===== config.mk =====
export PLATFORM = sky130hd
export DESIGN_NAME = vram_arbiter
export DESIGN_NICKNAME = d
export VERILOG_FILES = /design/src/rtl/vram_arbiter.sv
export SDC_FILE = /design/constraint.sdc
export NUM_CORES = 1
export LEC_CHECK = 0
export ABC_CLOCK_PERIOD_IN_PS = 5800
export CORE_ASPECT_RATIO = 1.4
export CORE_UTILIZATION = 41
export DETAILED_ROUTE_END_ITERATION = 8
export PLACE_DENSITY_LB_ADDON = 0.25
export SLEW_MARGIN = 25
export SYNTH_ARGS = -nofsm -noshare
export SYNTH_HDL_FRONTEND = slang
export SYNTH_SLANG_ARGS = --single-unit

===== constraint.sdc =====
create_clock -name i_clk -period 5.8 [get_ports i_clk]
set_clock_uncertainty 0.05 [all_clocks]
set_input_delay 0.58 -clock i_clk [delete_from_list [all_inputs] [get_ports i_clk]]
set_output_delay 0.58 -clock i_clk [all_outputs]
set_load 0.03 [all_outputs]

===== src/rtl/vram_arbiter.sv =====
// Shares a single-port synchronous-read video RAM between VGA pixel fetch and a CPU port.
// Display owns the RAM in the active window; CPU req/ack transactions run during blanking.
module vram_arbiter #(
    parameter logic [9:0]  HSTART = 10'd143,
    parameter logic [9:0]  VSTART = 10'd35,
    parameter int unsigned SCALE  = 2,
    parameter int unsigned FB_W   = 160,
    parameter int unsigned FB_H   = 120,
    parameter int unsigned AW     = 15,
    parameter int unsigned DW     = 8
) (
    input  logic          i_clk,
    input  logic          i_rst,
    input  logic [9:0]    i_x,
    input  logic [9:0]    i_y,
    input  logic          i_blank_n,
    input  logic          i_cpu_req,
    input  logic          i_cpu_we,
    input  logic [AW-1:0] i_cpu_addr,
    input  logic [DW-1:0] i_cpu_wdata,
    output logic          o_cpu_ack,
    output logic [DW-1:0] o_cpu_rdata,
    output logic [AW-1:0] o_mem_addr,
    output logic          o_mem_we,
    output logic [DW-1:0] o_mem_wdata,
    input  logic [DW-1:0] i_mem_rdata,
    output logic          o_pix_valid,
    output logic [DW-1:0] o_pix_data
);

    localparam int unsigned CW       = 10;
    localparam int unsigned LW       = 2 * CW;
    localparam int unsigned FB_CELLS = FB_W * FB_H;

    typedef enum logic [1:0] {
        S_IDLE = 2'd0,
        S_RCAP = 2'd1,
        S_WACK = 2'd2,
        S_RACK = 2'd3
    } state_t;

    state_t        r_state;
    logic          r_ack;
    logic [DW-1:0] r_rdata;
    logic          r_pix_valid;
    logic          r_oob;

    logic [CW-1:0] w_dx;
    logic [CW-1:0] w_dy;
    logic [CW-1:0] w_col;
    logic [CW-1:0] w_row;
    logic [LW-1:0] w_lin;
    logic [AW-1:0] w_disp_addr;
    logic          w_in_range;
    logic          w_issue;

    // Beam position to framebuffer cell, each cell replicated 2^SCALE in x and y
    assign w_dx        = i_x - HSTART;
    assign w_dy        = i_y - VSTART;
    assign w_col       = w_dx >> SCALE;
    assign w_row       = w_dy >> SCALE;
    assign w_lin       = LW'(w_row) * LW'(FB_W) + LW'(w_col);
    assign w_disp_addr = AW'(w_lin);

    assign w_in_range  = 32'(i_cpu_addr) < FB_CELLS;
    assign w_issue     = (r_state == S_IDLE) && i_cpu_req && !i_blank_n;

    // Display always wins the address bus while the beam is visible
    assign o_mem_addr  = i_blank_n ? w_disp_addr : i_cpu_addr;
    assign o_mem_we    = i_rst && w_issue && i_cpu_we && w_in_range;
    assign o_mem_wdata = i_cpu_wdata;

    assign o_cpu_ack   = r_ack;
    assign o_cpu_rdata = r_rdata;
    assign o_pix_valid = r_pix_valid;
    assign o_pix_data  = r_pix_valid ? i_mem_rdata : '0;

    always_ff @(posedge i_clk) begin
        if (!i_rst) begin
            r_state     <= S_IDLE;
            r_ack       <= 1'b0;
            r_rdata     <= '0;
            r_pix_valid <= 1'b0;
            r_oob       <= 1'b0;
        end else begin
            r_pix_valid <= i_blank_n;
            r_ack       <= 1'b0;
            case (r_state)
                S_IDLE: begin
                    if (w_issue) begin
                        r_oob   <= !w_in_range;
                        r_ack   <= i_cpu_we;
                        r_state <= i_cpu_we ? S_WACK : S_RCAP;
                    end
                end
                // Read was issued last cycle, so finish even if the window opened
                S_RCAP: begin
                    r_rdata <= r_oob ? '0 : i_mem_rdata;
                    r_ack   <= 1'b1;
                    r_state <= S_RACK;
                end
                S_WACK, S_RACK: r_state <= S_IDLE;
                default:        r_state <= S_IDLE;
            endcase
        end
    end

endmodule


==> impl_metrics.json, run 1 <==
{
  "outcome": "complete, no violations",
  "grt_antenna_before_repair": 0,
  "clock_slew_at_the_register_clock_pins_of_the_worst_setup_and_hold_paths_ps": 50,
  "total_leakage_power_nw": 0.968,
  "routed_via_count_divided_by_cell_count": 5.20,
  "r2r-start": "r_state[1]",
  "height_of_the_die_um": 78.3,
  "synth-async-reset-ratio_pct": 0,
  "start_util_pct": 43.2,
  "port_buffers": 81,
  "synthFlopType": "dfxtp_1",
  "setup_total_negative_slack_ps": 0,
  "tritoncts.num_buffers": 3,
  "detailedRoute.firstIterationViolations": 28,
  "cts_resized": 0,
  "drv.max_cap_violation_count": 0,
  "synthesized_area_fraction_occupied_by_ao_oa_aoi_and_oai_cells_pct": 15.6,
  "postSynthRegisterBits": 13,
  "io_pins": 98,
  "number_of_warnings_issued_by_yosys": 0,
  "maxClockFrequency_mhz": 184,
  "post_cts_hold_buffer_count": 0,
  "clockRootBuffer": "clkbuf_8",
  "antennaDiodeCount": 0,
  "synthDistinctLibCells": 38,
  "drtAntennaViolNets": 0,
  "fp-row-count": 27,
  "grt_max_degree": 28,
  "routedWlPerCell_um": 11.9,
  "final-hold-violation-count": 0,
  "coreArea_um2": 3950,
  "post_cts_buffers": 0,
  "mapped_avg_cell_area_um2": 7.52,
  "syn2layout_area_growth_pct": 47.8,
  "global_route_wire_length_before_repair_um": 6630,
  "synthesis.nets": 296,
  "hp-start": "r_state[1]",
  "setup_repair_after_global_routing_missed_its_margin": "false",
  "synth_simple_gate_area_share_pct": 31.2,
  "slew_violations": 0,
  "worst-slew-pin-transition_ps": 688,
  "num_vias": 1754,
  "pwr_density_cell_nw_per_um2": 189,
  "worst-endpoint-arrival_ps": 4820,
  "layout-drive-gt1-share_pct": 3.40,
  "fin_crit_ps": 5450,
  "die_w_um": 56.5,
  "synth-edff-count": 0,
  "setup_violations": 0,
  "multiplexer_share_of_the_synthesized_area_pct": 5.06,
  "worst_skew_pair.late_latency_ps": 240,
  "post_synth_fa_ha_maj_area_fraction_pct": 10.4,
  "drt-total-wl_um": 4010,
  "leftover_overflow_at_the_end_of_global_routing": 0,
  "critical_path.startpoint_type": "input pin",
  "hold_path_end": "r_state[0]",
  "fin_crit_sh_pct": 93.9,
  "setup.worst_path.end_class": "primary output",
  "grt.total_usage_pct": 18.4,
  "synth_seq_area_share_pct": 15.2,
  "slew-limit-headroom_pct": 53.5,
  "clock_path_buffers": 2,
  "design.final.nets": 364,
  "floorplan.die_area_um2": 4430,
  "worstReg2RegEnd": "r_state[1]",
  "drc_errors_left": 0,
  "via_count_of_the_first_global_routing_pass": 1653,
  "synth_top_family_by_area": "simple AND/OR/NAND/NOR gates",
  "syn_std_cell_area_um2": 1710,
  "drtPass1Iterations": 4,
  "regToRegSetupSlack_ps": 4270,
  "postSynthCellCount": 227,
  "total_power_consumption_mw": 0.476,
  "min_delay_path_depth": 1,
  "ff2ff_path_depth": 3,
  "setup.worst_path.class": "in2out",
  "worstHoldPathType": "reg2reg",
  "timing.critical_path.from": "i_y[4]",
  "clock_sink_count": 13,
  "place.detailed.hpwl_um": 3460,
  "synth_xor_area_share_pct": 13.9,
  "critical_path_required_ps": 5170,
  "clock_tree_from_tritoncts": "yes",
  "power.ir.vdd_worst_mv": 0.157,
  "h_tree_levels": 1,
  "timing.critical_path.fanout_max": 6,
  "globalplace.congestion": 0.832
}
cells in the mapped netlist (3+ instances only):
master / number / share of area (%)
nor2_1: 20 / 4.4
buf_4: 8 / 3.5
o21ai_0: 5 / 1.5
nor3_1: 3 / 0.88
inv_1: 12 / 2.6
ha_1: 11 / 8.1
and2_1: 12 / 4.4
nor3b_1: 14 / 6.2
nand4_1: 4 / 1.5
xor2_1: 15 / 7.7
nor2b_1: 14 / 5.1
mux2_2: 5 / 3.3
nand2b_1: 9 / 3.3
nand3_1: 3 / 0.88
dfxtp_1: 13 / 15
xnor2_1: 12 / 6.2
a21oi_1: 25 / 7.3
clkbuf_1: 8 / 1.8
nand2_1: 8 / 1.8
mux2i_1: 3 / 1.8
buf_1: 3 / 0.66
kinds of logic after synthesis:
group | count (synthesis)
AO/OA/AOI/OAI | 42
XOR/XNOR | 27
adder cells (fa/ha/maj) | 13
buffers and inverters | 31
flip-flops | 13
multiplexers | 8
AND/OR/NAND/NOR | 93
layout by cell type (no fill, tap or decap), drive strengths merged, types with 2 or more instances in the layout:
master / count
fa: 2
dfxtp: 13
nor3b: 14
nor2b: 14
nand4: 4
a21boi: 2
nand2b: 9
mux2i: 3
xnor2: 12
a21oi: 25
nor3: 3
nor4b: 2
nand2: 8
nor2: 20
clkdlybuf4s50: 81
ha: 11
inv: 12
o21ai: 5
nand3: 3
mux2: 5
xor2: 15
clkbuf: 4
a21o: 2
and2: 12
worst max-delay path: stages:
cell and delay, ps:
clkdlybuf4s50_1 490, a2111o_1 500, and2_1 240, nor2_1 130
ha_1 240, ha_1 210, a211o_1 300, and3_1 200
o311ai_0 500, nand4_1 170, or4b_1 490, nand3_1 100
clkdlybuf4s50_1 660
final cells by class:
| cell class | instances | area, um^2 |
|---|---|---|
| Clock buffer | 4 | 45.0 |
| Fill cell | 361 | 1430 |
| Inverter | 12 | 45.0 |
| Multi-Input combinational cell | 183 | 1300 |
| Sequential cell | 13 | 260 |
| Tap cell | 43 | 53.8 |
| Timing Repair Buffer | 82 | 818 |
worst max path at each step:
stage	endpoint	depth (start not counted)	slack [ps]
after global placement	o_mem_addr[14]	13	390
after floorplan	o_mem_addr[14]	12	1480
after detailed placement	o_mem_addr[14]	13	320
final	o_mem_addr[14]	13	350
after CTS	o_mem_addr[14]	13	320
after global routing	o_mem_addr[14]	13	70
metal layers:
metal  vias to the layer above  track usage (%)  routed length (um)
met1                       800             17.7                1520
met2                        49             38.1                2240
met3                         4             2.47                 195
li1                        901                -                   -
met5                         -                0                   0
met4                         0             6.34                  51
stage by stage:
| step | setup WS, ps | area, um^2 | hold slack [ps] | util [%] | std cells |
|---|---|---|---|---|---|
| 6_report | 351 | 2520 | 457 | 63.8 | 337 |
| 5_1_grt | 65.4 | 2520 | 475 | 63.8 | 337 |
| 4_1_cts | 320 | 2520 | 451 | 63.8 | 337 |
| 3_3_place_gp | 390 | 2480 | 438 | 62.7 | 333 |
| 3_5_place_dp | 320 | 2480 | 439 | 62.7 | 333 |
| 2_1_floorplan | 1480 | 1710 | 408 | - | 227 |
flip-flops by register name (all words and copies together), names as in the netlist:
| name | flops |
|---|---|
| o_pix_valid | 1 |
| o_cpu_ack | 1 |
| r_oob | 1 |
| o_cpu_rdata | 8 |
| r_state | 2 |
report_power, final:
part           switching (mW)  total [mW]  internal (mW)
Sequential            0.00345      0.0968         0.0933
Combinational           0.157       0.301          0.145
Clock                  0.0293      0.0776         0.0483
Total                   0.189       0.476          0.286
Power figures use the tool's default switching activity.
==> run 2, diff against run 1 <==
CORE_ASPECT_RATIO = default   (was 1.4)
MAX_ROUTING_LAYER = met4   (was default)
==> impl_metrics.json, run 2 (synthesis gave the netlist of run 1 again) <==
{
  "outcome": "finished with violations",
  "failed_checks": "design-rule violations",
  "maxClockFrequency_mhz": 181,
  "clock_sink_count": 13,
  "setup.worst_path.class": "in2out",
  "critPathBufInv": 2,
  "total_leakage_power_nw": 0.968,
  "fp-row-count": 23,
  "fin_crit_sh_pct": 95.4,
  "clock_tree_from_tritoncts": "yes",
  "worst-slew-pin-transition_ps": 736,
  "post_cts_buffers": 0,
  "globalplace.congestion": 0.770,
  "detailedRoute.firstIterationViolations": 65,
  "drtAntennaViolNets": 0,
  "floorplan.die_area_um2": 4420,
  "die_w_um": 66.5,
  "setup_total_negative_slack_ps": 0,
  "power.ir.vdd_worst_mv": 0.127,
  "largest_reg_flops": 8,
  "via_count_of_the_first_global_routing_pass": 1581,
  "worstPathCellList": "clkdlybuf4s50_1 -> a2111o_1 -> and2_1 -> nor2_1 -> ha_1 -> ha_1 -> a211o_1 -> and3_1 -> o311ai_0 -> nand4_1 -> or4b_1 -> nand3_1 -> clkdlybuf4s50_1",
  "post_cts_hold_buffer_count": 0,
  "timing.critical_path.from": "i_y[4]",
  "slew_violations": 0,
  "worst_path_largest_cell_delay_ps": 660,
  "setup_violations": 0,
  "coreArea_um2": 4000,
  "slew-limit-headroom_pct": 50.2,
  "timing.critical_path.max_delay_family": "simple AND/OR/NAND/NOR gates",
  "worst_skew_pair.late_latency_ps": 240,
  "tritoncts.num_buffers": 3,
  "timing.critical_path.fanout_max": 6,
  "grt.total_usage_pct": 19.3,
  "cts_resized": 0,
  "port_buffers": 81,
  "r2r-start": "r_state[1]",
  "clock_slew_at_the_register_clock_pins_of_the_worst_setup_and_hold_paths_ps": 50,
  "height_of_the_die_um": 66.5,
  "place.detailed.hpwl_um": 3290,
  "setup_repair_after_global_routing_missed_its_margin": "false",
  "hp-start": "r_state[1]",
  "mostFrequentLayoutCells": "81 x clkdlybuf4s50_1, 25 x a21oi_1, 20 x nor2_1",
  "design.final.nets": 364,
  "postLayoutSetupSlackWorst_ps": 269,
  "drv.max_cap_violation_count": 0,
  "pwr_density_cell_nw_per_um2": 190,
  "final_common_cell": "clkdlybuf4s50_1",
  "critical_path.startpoint_type": "input pin",
  "grt_antenna_before_repair": 0,
  "worst_path_max_delay_cell": "clkdlybuf4s50_1",
  "layout-drive-gt1-share_pct": 3.40,
  "grt_max_degree": 28,
  "clockRootBuffer": "clkbuf_8",
  "global_route_wire_length_before_repair_um": 6600,
  "h_tree_levels": 1,
  "detailedPlace.worstSlack_ps": 265,
  "total_power_consumption_mw": 0.482,
  "worstHoldPathType": "reg2reg",
  "worst-endpoint-arrival_ps": 4900,
  "post-place-cells": 340,
  "io_pins": 98,
  "critical_path_required_ps": 5170,
  "final-hold-violation-count": 0,
  "clock_path_buffers": 2,
  "syn2layout_area_growth_pct": 48.3,
  "routedWlPerCell_um": 11.8,
  "regToRegSetupSlack_ps": 4270,
  "leftover_overflow_at_the_end_of_global_routing": 0,
  "routed_via_count_divided_by_cell_count": 5.13,
  "timing.hold.ws_ps": 448,
  "start_util_pct": 42.7,
  "antennaDiodeCount": 0,
  "fin_cells": 344,
  "num_vias": 1763,
  "setup.worst_path.end_class": "primary output",
  "drt-total-wl_um": 4060,
  "drc_errors_left": 2,
  "drtPass1Iterations": 6,
  "fin_crit_ps": 5530
}
[run 2: routing by layer]
metal  up-vias  share of wire (%)  GRT usage, %  routed length, um
li1        902                  -             -                  -
met1       784                 44          23.1               1770
met2        74                 48          33.8               1940
met3         3                7.9          4.28                320
met4         0               0.52          2.66                 21
met5         -                  0             -                  0
[run 2: worst paths after layout]
check,endpoint,depth (start not counted)
setup / recovery,o_mem_addr[14],13
hold / removal,o_cpu_ack,1
setup reg to reg,r_state[1],3
hold reg to reg,o_cpu_ack,1
[run 2: power breakdown]
group,total (mW),internal (mW),switching (mW)
sequential,0.0969,0.0933,0.00357
clock,0.0816,0.0486,0.0331
combinational,0.303,0.145,0.158
total,0.482,0.287,0.195
[run 2: per-stage QoR]
step                      utilization [%]  area [um^2]
final                                63.3         2530
after global routing                 63.3         2530
after global placement               62.2         2490
after CTS                            63.3         2530
after detailed placement             62.2         2490
after floorplan                         -         1710
[run 2: final cells by class]
class	instances	area (um^2)
fillers	369	1470
flip-flops and latches	13	260
well taps	50	62.6
repair buffers	82	818
inverters	12	45.0
multi-input cells	183	1300
clock buffers	4	45.0
[run 2: worst register-to-register path: stages (launching register included)]
cell and delay [ps]:
dfxtp_1 340, nor4b_1 680, a21oi_1 190, nor3b_1 190
==> run 3, diff against run 2 <==
CORE_UTILIZATION = 42   (was 41)
GPL_TIMING_DRIVEN = 0   (was default)
==> impl_metrics.json, run 3 (synthesis gave the netlist of run 1 again) <==
{
  "globalplace.congestion": 0.803,
  "pwr_density_cell_nw_per_um2": 188,
  "setup_repair_after_global_routing_missed_its_margin": "false",
  "io_pins": 98,
  "grt_max_degree": 11,
  "worst-slew-pin-transition_ps": 755,
  "global_route_wire_length_before_repair_um": 7180,
  "slew_violations": 0,
  "drt-total-wl_um": 4420,
  "clock_path_buffers": 2,
  "design.final.nets": 387,
  "slew-limit-headroom_pct": 48.9,
  "place.detailed.hpwl_um": 3680,
  "fin_crit_sh_pct": 96.0,
  "outcome": "complete, no violations",
  "routedWlPerCell_um": 12.1,
  "layout-drive-gt1-share_pct": 5.68,
  "floorplan.die_area_um2": 4320,
  "final-hold-violation-count": 0,
  "maxClockFrequency_mhz": 180,
  "via_count_of_the_first_global_routing_pass": 1702,
  "tritoncts.num_buffers": 3,
  "leftover_overflow_at_the_end_of_global_routing": 0,
  "timing.critical_path.fanout_max": 6,
  "h_tree_levels": 1,
  "drc_errors_left": 0,
  "critical_path_required_ps": 5170,
  "cellInternalPower_mw": 0.296,
  "critPathBufInv": 4,
  "die_w_um": 65.7,
  "timing.critical_path.max_delay_family": "simple AND/OR/NAND/NOR gates",
  "switching_share_pct": 41.2,
  "setup.worst_path.end_class": "primary output",
  "antennaDiodeCount": 0,
  "sequential_area_um2": 260,
  "worst_path_max_delay_cell": "clkdlybuf4s50_1",
  "grt_antenna_before_repair": 0,
  "height_of_the_die_um": 65.7,
  "setup_total_negative_slack_ps": 0,
  "num_vias": 1860,
  "clock_tree_from_tritoncts": "yes",
  "total_leakage_power_nw": 1.04,
  "fp-row-count": 22,
  "setup.worst_path.class": "in2out",
  "worst-endpoint-arrival_ps": 4940,
  "start_util_pct": 45.3,
  "grt.total_usage_pct": 22.0,
  "post_cts_hold_buffer_count": 0,
  "largest_reg_flops": 8,
  "fill_cells": 345,
  "clock_sink_count": 13,
  "worst_skew_pair.late_latency_ps": 250,
  "drv.max_cap_violation_count": 0,
  "timing.hold.ws_ps": 455,
  "worst_path_largest_cell_delay_ps": 660,
  "drtPass1Iterations": 4,
  "routed_via_count_divided_by_cell_count": 5.10,
  "final_common_cell": "clkdlybuf4s50_1",
  "mostFrequentLayoutCells": "86 x clkdlybuf4s50_1, 25 x a21oi_1, 20 x nor2_1",
  "seq_power_share_pct": 19.1,
  "worstPathCellList": "clkdlybuf4s50_1 -> a2111o_1 -> and2_1 -> clkbuf_1 -> nor2_1 -> ha_1 -> ha_1 -> inv_1 -> fa_1 -> nand2b_1 -> nor3_1 -> nand4_1 -> or4b_1 -> nand3_1 -> clkdlybuf4s50_1",
  "fin_crit_ps": 5570,
  "detailedRoute.firstIterationViolations": 66,
  "net_switching_power_mw": 0.207,
  "multi_input_logic_area_um2": 1310,
  "power.ir.vdd_worst_mv": 0.109,
  "coreArea_um2": 3770,
  "port_buffers": 86,
  "clockRootBuffer": "clkbuf_8",
  "drtAntennaViolNets": 0,
  "clock_slew_at_the_register_clock_pins_of_the_worst_setup_and_hold_paths_ps": 50,
  "total_power_consumption_mw": 0.503,
  "p_clk_share_pct": 16.4,
  "worstHoldPathType": "reg2reg",
  "syn2layout_area_growth_pct": 57.0,
  "comb_power_share_pct": 64.6,
  "critical_path.startpoint_type": "input pin",
  "final_util_pct": 71.1,
  "setup_violations": 0
}
==> run 3: changes by cell type in the layout (fill, tap and decap cells not counted), sizes merged <==
cell           before  now
clkdlybuf4s50      81   86
buf                 1   11
clkbuf              4   12
==> run 3: what timing repair did <==
action                                  in CTS  in global routing
resized for setup                            0                  2
setup buffers                                0                  0
endpoints found under the setup margin       0                  1
==> run 3: through the flow <==
stage,worst slack [ps],cells,instance area (um^2)
after floorplan,1480,227,1710
after global placement,209,361,2630
after detailed placement,161,361,2630
after CTS,135,365,2670
after global routing,10.1,365,2680
final,231,365,2680
==> run 3: tightest hold or removal path, stage by stage (launching register included) <==
cell and delay (ps):
dfxtp_1 320, a21oi_1 60, nor2b_1 90
==> run 3: worst paths after layout <==
kind                    endpoint  cells after the start            from  slack (ps)
setup / recovery  o_mem_addr[14]                     15          i_y[4]         230
hold reg to reg   o_cpu_rdata[6]                      2  o_cpu_rdata[6]         450
hold / removal    o_cpu_rdata[6]                      2  o_cpu_rdata[6]         450
setup reg to reg  o_cpu_rdata[3]                      6      r_state[1]        4140
==> run 3: final cells by class <==
type / instances / share of cell area [%]
multi-input cells: 183 / 48.8
plain buffers: 19 / 3.78
well taps: 48 / 2.24
repair buffers: 86 / 32.1
flip-flops and latches: 13 / 9.71
clock buffers: 4 / 1.68
inverters: 12 / 1.68
==> run 3: layer usage <==
metal  global-route usage (%)  vias up  wire length, um
met2                     36.6       79             2020
met1                     26.1      824             2000
met5                        -        -                0
met3                     5.56        8              341
met4                     5.71        0               61
li1                         -      949                -
==> run 3: power by group through the flow <==
stage	clock [mW]	combinational (mW)	sequential [mW]
after floorplan	0	0.199	0.103
after global placement	0	0.315	0.0976
after detailed placement	0	0.320	0.0979
after CTS	0.0829	0.323	0.0960
after global routing	0.0889	0.352	0.0964
final	0.0822	0.325	0.0960
